--- config.mk ---
export PLATFORM = sky130hd
export DESIGN_NAME = ram_port_arbiter
export DESIGN_NICKNAME = d
export VERILOG_FILES = /design/src/rtl/ram_port_arbiter.sv
export SDC_FILE = /design/constraint.sdc
export NUM_CORES = 1
export LEC_CHECK = 0
export BUFFER_PORTS_ARGS = -buffer_cell sky130_fd_sc_hd__buf_2
export CAP_MARGIN = 10
export CORE_UTILIZATION = 37
export DETAILED_ROUTE_END_ITERATION = 12
export GPL_TIMING_DRIVEN = 0
export PLACE_DENSITY = 0.89
export SKIP_CTS_REPAIR_TIMING = 1
export SLEW_MARGIN = 20
export SYNTH_ARGS = -nofsm -noshare
export SYNTH_HDL_FRONTEND = slang
export SYNTH_SLANG_ARGS = --single-unit
--- constraint.sdc ---
create_clock -name clk -period 1.8 [get_ports clk]
set_clock_uncertainty 0.2 [all_clocks]
set_input_delay 0.27 -clock clk [delete_from_list [all_inputs] [get_ports clk]]
set_output_delay 0.27 -clock clk [all_outputs]
set_load 0.1 [all_outputs]
--- src/rtl/ram_port_arbiter.sv ---
// Two-requester round-robin arbiter sharing one single-port-per-direction RAM
// between the instruction-fetch master (requester 0) and the data master
// (requester 1). One transaction is granted per cycle; read data comes back
// exactly one cycle after the grant edge with a per-requester valid.
module ram_port_arbiter #(
  parameter int unsigned D_WIDTH = 16,
  parameter int unsigned A_WIDTH = 4
) (
  input  logic               clk,
  input  logic               rst_n,

  input  logic               req0,
  input  logic               we0,
  input  logic [A_WIDTH-1:0] addr0,
  input  logic [D_WIDTH-1:0] wdata0,
  output logic               gnt0,
  output logic               rvalid0,
  output logic [D_WIDTH-1:0] rdata0,

  input  logic               req1,
  input  logic               we1,
  input  logic [A_WIDTH-1:0] addr1,
  input  logic [D_WIDTH-1:0] wdata1,
  output logic               gnt1,
  output logic               rvalid1,
  output logic [D_WIDTH-1:0] rdata1,

  output logic [A_WIDTH-1:0] mem_address_write,
  output logic [D_WIDTH-1:0] mem_data_write,
  output logic               mem_write_enable,
  output logic [A_WIDTH-1:0] mem_address_read,
  input  logic [D_WIDTH-1:0] mem_data_read
);

  // Which requester owns the RAM read data presented this cycle.
  typedef enum logic [1:0] {
    OWN_NONE = 2'd0,
    OWN_R0   = 2'd1,
    OWN_R1   = 2'd2
  } rd_own_e;

  logic               rr_ptr_q, rr_ptr_d;
  rd_own_e            rd_own_q, rd_own_d;
  logic [D_WIDTH-1:0] hold0_q, hold0_d;
  logic [D_WIDTH-1:0] hold1_q, hold1_d;

  // Grant: a lone requester wins; on contention rr_ptr picks; nothing in reset.
  always_comb begin
    gnt0 = 1'b0;
    gnt1 = 1'b0;
    if (rst_n) begin
      if (req0 && req1) begin
        gnt0 = ~rr_ptr_q;
        gnt1 = rr_ptr_q;
      end else begin
        gnt0 = req0;
        gnt1 = req1;
      end
    end
  end

  // RAM drive follows the granted requester; requester 0 when idle to avoid X.
  always_comb begin
    mem_address_write = addr0;
    mem_data_write    = wdata0;
    mem_address_read  = addr0;
    if (gnt1) begin
      mem_address_write = addr1;
      mem_data_write    = wdata1;
      mem_address_read  = addr1;
    end
    mem_write_enable = (gnt0 && we0) || (gnt1 && we1);
  end

  // Next state: pointer moves to the loser, read ownership tracks a granted read,
  // hold registers capture the returned word so rdata stays put afterwards.
  always_comb begin
    rr_ptr_d = rr_ptr_q;
    if (gnt0) begin
      rr_ptr_d = 1'b1;
    end else if (gnt1) begin
      rr_ptr_d = 1'b0;
    end

    rd_own_d = OWN_NONE;
    if (gnt0 && !we0) begin
      rd_own_d = OWN_R0;
    end else if (gnt1 && !we1) begin
      rd_own_d = OWN_R1;
    end

    hold0_d = hold0_q;
    hold1_d = hold1_q;
    if (rd_own_q == OWN_R0) begin
      hold0_d = mem_data_read;
    end
    if (rd_own_q == OWN_R1) begin
      hold1_d = mem_data_read;
    end
  end

  // State registers; async reset drops any pending read return.
  always_ff @(posedge clk or negedge rst_n) begin
    if (!rst_n) begin
      rr_ptr_q <= 1'b0;
      rd_own_q <= OWN_NONE;
      hold0_q  <= '0;
      hold1_q  <= '0;
    end else begin
      rr_ptr_q <= rr_ptr_d;
      rd_own_q <= rd_own_d;
      hold0_q  <= hold0_d;
      hold1_q  <= hold1_d;
    end
  end

  // Read return: the RAM output register is presented directly while valid.
  always_comb begin
    rvalid0 = (rd_own_q == OWN_R0);
    rvalid1 = (rd_own_q == OWN_R1);
    rdata0  = rvalid0 ? mem_data_read : hold0_q;
    rdata1  = rvalid1 ? mem_data_read : hold1_q;
  end

endmodule

==> run summary, run 1 <==
FMAX: 435 MHz
yosys warns: 0
Final Non-Filler Cells: 313
hold_sp: rst_n
Wirelength per Cell: 20.3 um
largest net degree at the start of global routing: 41
Site Rows: 24
syn avg cell area: 15.3 um^2
final period utilization: 128%
final hold viol count: 0
antenna-violating nets left: 0
Max-Slew Margin vs Limit: 81.3%
CTS max path bufs: 2
most common cell after layout, fill and taps aside: buf_2
Final Max Tran Viols: 0
Worst VDD drop: 1360 uV
failing checks: setup timing
final setup vio count: 60
CP startpoint: rr_ptr_q$_DFFE_PN0P_
I/O pin cnt: 123
total die area: 0.00490 mm^2
Vias: 1565
dpl hpwl: 3250 um
register bit total from synthesis: 35
final wirelength: 6350 um
# H-tree levels: 2
overall power: 5.41 mW
initial DRC count: 38
share of layout cells above drive strength 1: 81.6%
critical path arrival: 1.83 ns
vias in the first global route: 1450
die width: 70.0 um
Ant. Diodes: 0
PwrDens: 1440 mW/mm^2
root buffer cell: clkbuf_8
Crit Path Max Fanout: 5
worst skew pair latency: 0.29 ns
most frequent cells in the layout: 60 x buf_2, 59 x buf_12, 52 x mux2_4
syn nets: 174
Total GRT Usage: 17.5%
Initial Utilization: 39.0%
hold crit path type: in -> reg
Worst-Margin Slew: 0.282 ns
status: finished with violations
CP Capture Type: primary output
Seq/Total Area, Yosys: 51.2%
Vias/cell: 5.00
# nets final: 322
Initial DRT Pass Iterations: 4
setup TNS: -18.53 ns
DP Cell Count: 286
core area: 0.00438 mm^2
initial antenna violation count: 0
synth unique cells: 16
Mapped Cells: 112
drc violations: 0
clk sinks: 35
final setup margin: -0.498 ns
WP data required: 1.33 ns
PortBufs: 122
critical path class: reg -> out
first-pass GRT wire length: 6710 um
total CTS buffers: 5
Max-Cap Viols: 0
Area Growth Syn to Fin: 119%
startpoint types: flop
Pleak: 1.88 nW
CTS tree: yes
gr ovfl total: 0
die height: 70.0 um
RSZ-0062 raised after global routing: yes
Syn Std Cell Area: 0.00171 mm^2
Final min period: 2.30 ns
Clk pin slew, worst setup/hold paths: 0.06 ns
reg2reg start: rd_own_q[1]$_DFF_PN0_
RD Place Congestion: 0.783
[cell usage after synthesis (all sizes together)]
| library cell | n | area share (%) |
|---|---|---|
| mux2 | 52 | 38 |
| dfrtp | 35 | 51 |
| buf | 11 | 5.9 |
| nor2b | 3 | 1.1 |
| and3 | 2 | 0.73 |
| nand2b | 2 | 0.73 |
| nand3 | 2 | 0.59 |
| a21boi | 1 | 0.44 |
| a21oi | 1 | 0.29 |
| a31oi | 1 | 0.37 |
| inv | 1 | 0.22 |
| nand2 | 1 | 0.22 |
[logic make-up after synthesis]
family,count (synthesis),share of synthesized area [%]
AO/OA/AOI/OAI,3,1.10
flip-flops,35,51.2
buffers and inverters,12,6.14
AND/OR/NAND/NOR,10,3.36
multiplexers,52,38.2
[metrics by stage]
step	setup WS (ns)	instance area, um^2	utilization [%]	hold WS, ns
finish	-0.498	3740	85.4	0.0124
global route	-0.539	3740	85.4	0.0210
CTS	-0.955	2630	60.0	-0.0955
detailed placement	-0.953	2550	58.1	0.212
global placement	-0.908	2550	58.1	0.192
floorplan	-0.256	1870	-	-0.226
[sequential cells by signal, summed over array words and instances, names as in the netlist]
name	cells
rr_ptr_q	1
rd_own_q	2
hold0_q	16
hold1_q	16
[report_power, final]
part	total, mW	switching (mW)	internal (mW)
sequential	1.06	0.0790	0.986
clock	0.545	0.274	0.271
combinational	3.80	2.39	1.41
total	5.41	2.74	2.67
[layer usage]
| metal | global-route usage (%) | vias up | routed length [um] |
|---|---|---|---|
| met5 | 0 | - | 0 |
| met4 | 7.33 | 0 | 68 |
| met3 | 5.48 | 9 | 509 |
| met2 | 30.3 | 95 | 3530 |
| met1 | 19.8 | 777 | 2240 |
| li1 | - | 684 | - |
[final cells by class]
type | count | area [um^2]
Clock inverter | 1 | 5.00
Multi-Input combinational cell | 65 | 883
Fill cell | 212 | 642
Sequential cell | 35 | 876
Tap cell | 52 | 65.1
Buffer | 10 | 186
Inverter | 1 | 7.51
Clock buffer | 7 | 76.3
Timing Repair Buffer | 142 | 1640
[final timing paths]
path	to	slack, ns	depth (start not counted)
max in group asynchronous	hold0_q[8]$_DFF_PN0_	0.88	3
setup reg to reg	hold0_q[10]$_DFF_PN0_	0.28	4
setup / recovery	mem_address_write[0]	-0.50	6
hold reg to reg	hold1_q[12]$_DFF_PN0_	0.32	1
hold / removal	rr_ptr_q$_DFFE_PN0P_	0.01	2
min in group asynchronous	hold1_q[5]$_DFF_PN0_	0.34	3
[critical path: stages (launching register included)]
cell and delay (ns):
dfrtp_1 0.39, nand2b_4 0.14, and3_4 0.26, buf_12 0.14, mux2_4 0.33, buf_12 0.13, buf_12 0.15
Note: power is estimated with default switching activity, not from simulation.
==> inputs of run 2 (changes only) <==
Settings changed: CORE_ASPECT_RATIO set to 1.25, CORE_UTILIZATION 37 to 38, CTS_BUF_LIST set to sky130_fd_sc_hd__clkbuf_2, PLACE_DENSITY 0.89 to 0.91.
==> run summary, run 2 (same netlist as run 1, synthesis figures left out) <==
status: finished with violations
failing checks: hold timing, setup timing
root buffer cell: clkbuf_2
RSZ-0062 raised after global routing: yes
r2r endpoint: rr_ptr_q$_DFFE_PN0P_
Sw Share: 52.4% (+1.7 points)
Crit Path Max Fanout: 5 (unchanged)
# nets final: 321 (-0.31%)
dpl hpwl: 3310 um (+1.7%)
hold crit path type: in -> async
core area: 0.00420 mm^2 (-4.3%)
R2R depth: 3 (-1)
PortBufs: 122 (unchanged)
Max-Slew Margin vs Limit: 65.7% (-16 points)
Global Route met2 Usage: 30.7% (+0.40 points)
drc violations: 0 (unchanged)
I/O pin cnt: 123 (unchanged)
Worst-Margin Slew: 0.515 ns (+0.233 ns)
RD Place Congestion: 0.708 (-9.6%)
CP Capture Type: primary output
Final Max Tran Viols: 0 (unchanged)
reg2reg setup slack: 0.26 ns (-0.02 ns)
Clk pin slew, worst setup/hold paths: 0.18 ns (+0.12 ns)
final wirelength: 6460 um (+1.7%)
total CTS buffers: 5 (unchanged)
die height: 77.0 um (+10%)
startpoint types: flop
most common cell after layout, fill and taps aside: buf_12
initial DRC count: 49 (+29%)
internal power: 2.47 mW (-7.5%)
Ant. Diodes: 0 (unchanged)
Initial Utilization: 40.8% (+1.7 points)
smallest hold slack: -0.347 ns (-0.360 ns)
Final min period: 2.45 ns (+0.148 ns)
Clk network pwr share: 7.0% (-3.1 points)
gr busiest metal: met2
initial antenna violation count: 0 (unchanged)
final setup margin: -0.646 ns (-0.148 ns)
CTS max path bufs: 2 (unchanged)
setup TNS: -27.40 ns (-8.87 ns)
Logic pwr share: 72.7% (+2.5 points)
Pleak: 1.86 nW (-1.3%)
met1 usage: 19.3% (-0.52 points)
met3 Track Usage GR: 5.56% (+0.082 points)
final hold viol count: 64 (+64)
critical path arrival: 1.98 ns (+0.15 ns)
Worst VDD drop: 1220 uV (-10%)
sw power: 2.71 mW (-0.89%)
vias in the first global route: 1377 (-5.0%)
worst skew pair latency: 0.37 ns (+0.08 ns)
critical path class: reg -> out
Area Growth Syn to Fin: 118%
clk sinks: 35 (unchanged)
final setup vio count: 61 (+1.7%)
# H-tree levels: 2 (unchanged)
Vias/cell: 4.87 (-2.5%)
gr ovfl total: 0 (unchanged)
die width: 62.0 um (-11%)
Largest regs: hold0_q: 16 flops, hold1_q: 16 flops, rd_own_q: 2 flops
most frequent cells in the layout: 64 x buf_12, 60 x buf_2, 48 x mux2_4
FMAX: 409 MHz (-6.0%)
CTS tree: yes
largest net degree at the start of global routing: 41 (unchanged)
Vias: 1540 (-1.6%)
Max-Cap Viols: 0 (unchanged)
share of layout cells above drive strength 1: 81.9% (+0.31 points)
reg2reg start: rr_ptr_q$_DFFE_PN0P_
WP data required: 1.33 ns (about the same)
PwrDens: 1390 mW/mm^2 (-3.9%)
Initial DRT Pass Iterations: 4 (unchanged)
final period utilization: 136% (+8.2 points)
antenna-violating nets left: 0 (unchanged)
total die area: 0.00478 mm^2 (-2.5%)
part of the power in registers: 20.3% (+0.6 points)
Wirelength per Cell: 20.4 um (+0.77%)
first-pass GRT wire length: 6110 um (-8.8%)
post-layout util: 89.0% (+3.6 points)
Site Rows: 26 (+8.3%)
Total GRT Usage: 17.7% (+0.23 points)
-- run 2: cell count changes in the layout (fill, tap and decap cells not counted), moves of 2 or more --
cell | before | now
buf_12 | 59 | 64
buf_4 | 18 | 8
buf_6 | 2 | 10
buf_8 | 9 | 3
clkbuf_1 | 2 | 0
clkbuf_2 | 0 | 6
clkbuf_8 | 5 | 0
mux2_2 | 0 | 4
mux2_4 | 52 | 48
-- run 2: cell type report --
class	instances	area, um^2
Tap cell	56	70.1
Fill cell	158	463
Buffer	10	183
Sequential cell	35	876
Inverter	1	7.51
Timing Repair Buffer	141	1690
Multi-Input combinational cell	65	866
Clock buffer	6	30.0
Clock inverter	2	12.5
-- run 2: worst max-delay path by stage --
stage	startpoint	endpoint	slack [ns]	cells past startpoint
floorplan	rr_ptr_q$_DFFE_PN0P_	mem_address_write[0]	-0.26	6
global placement	rst_n	mem_address_write[1]	-0.93	7
detailed placement	rst_n	mem_address_write[1]	-0.93	7
CTS	rst_n	mem_address_write[1]	-0.93	7
global route	rr_ptr_q$_DFFE_PN0P_	mem_data_write[0]	-0.71	6
finish	rr_ptr_q$_DFFE_PN0P_	mem_data_write[0]	-0.65	6
-- run 2: through the flow --
stage / std cells / hold slack [ns] / setup WS, ns / power (mW) / instance area [um^2]
after floorplan: 112 / -0.226 / -0.256 / 3.43 / 1870
after global placement: 290 / 0.202 / -0.925 / 3.73 / 2550
after detailed placement: 290 / 0.202 / -0.932 / 3.76 / 2550
after CTS: 298 / -0.253 / -0.931 / 4.12 / 2590
after global routing: 316 / -0.346 / -0.711 / 5.33 / 3730
final: 316 / -0.347 / -0.646 / 5.18 / 3730
-- run 2: critical path, stage by stage (launching register included) --
cell and delay (ns):
dfrtp_1 0.44, nand2b_4 0.15, and3_4 0.23, buf_6 0.13
clkbuf_16 0.14, mux2_4 0.32, buf_12 0.17
-- run 2: layer usage --
metal | up-vias | wire length, um
met5 | - | 0
met1 | 737 | 2350
met3 | 20 | 569
met2 | 101 | 3330
met4 | 0 | 207
li1 | 682 | -
-- run 2: power groups by stage --
stage               Sequential, mW  Combinational [mW]  Clock (mW)
floorplan                     1.04                2.40           0
global placement              1.04                2.69           0
detailed placement            1.06                2.70           0
CTS                           1.04                2.71       0.376
global route                  1.07                3.85       0.407
finish                        1.05                3.77       0.362
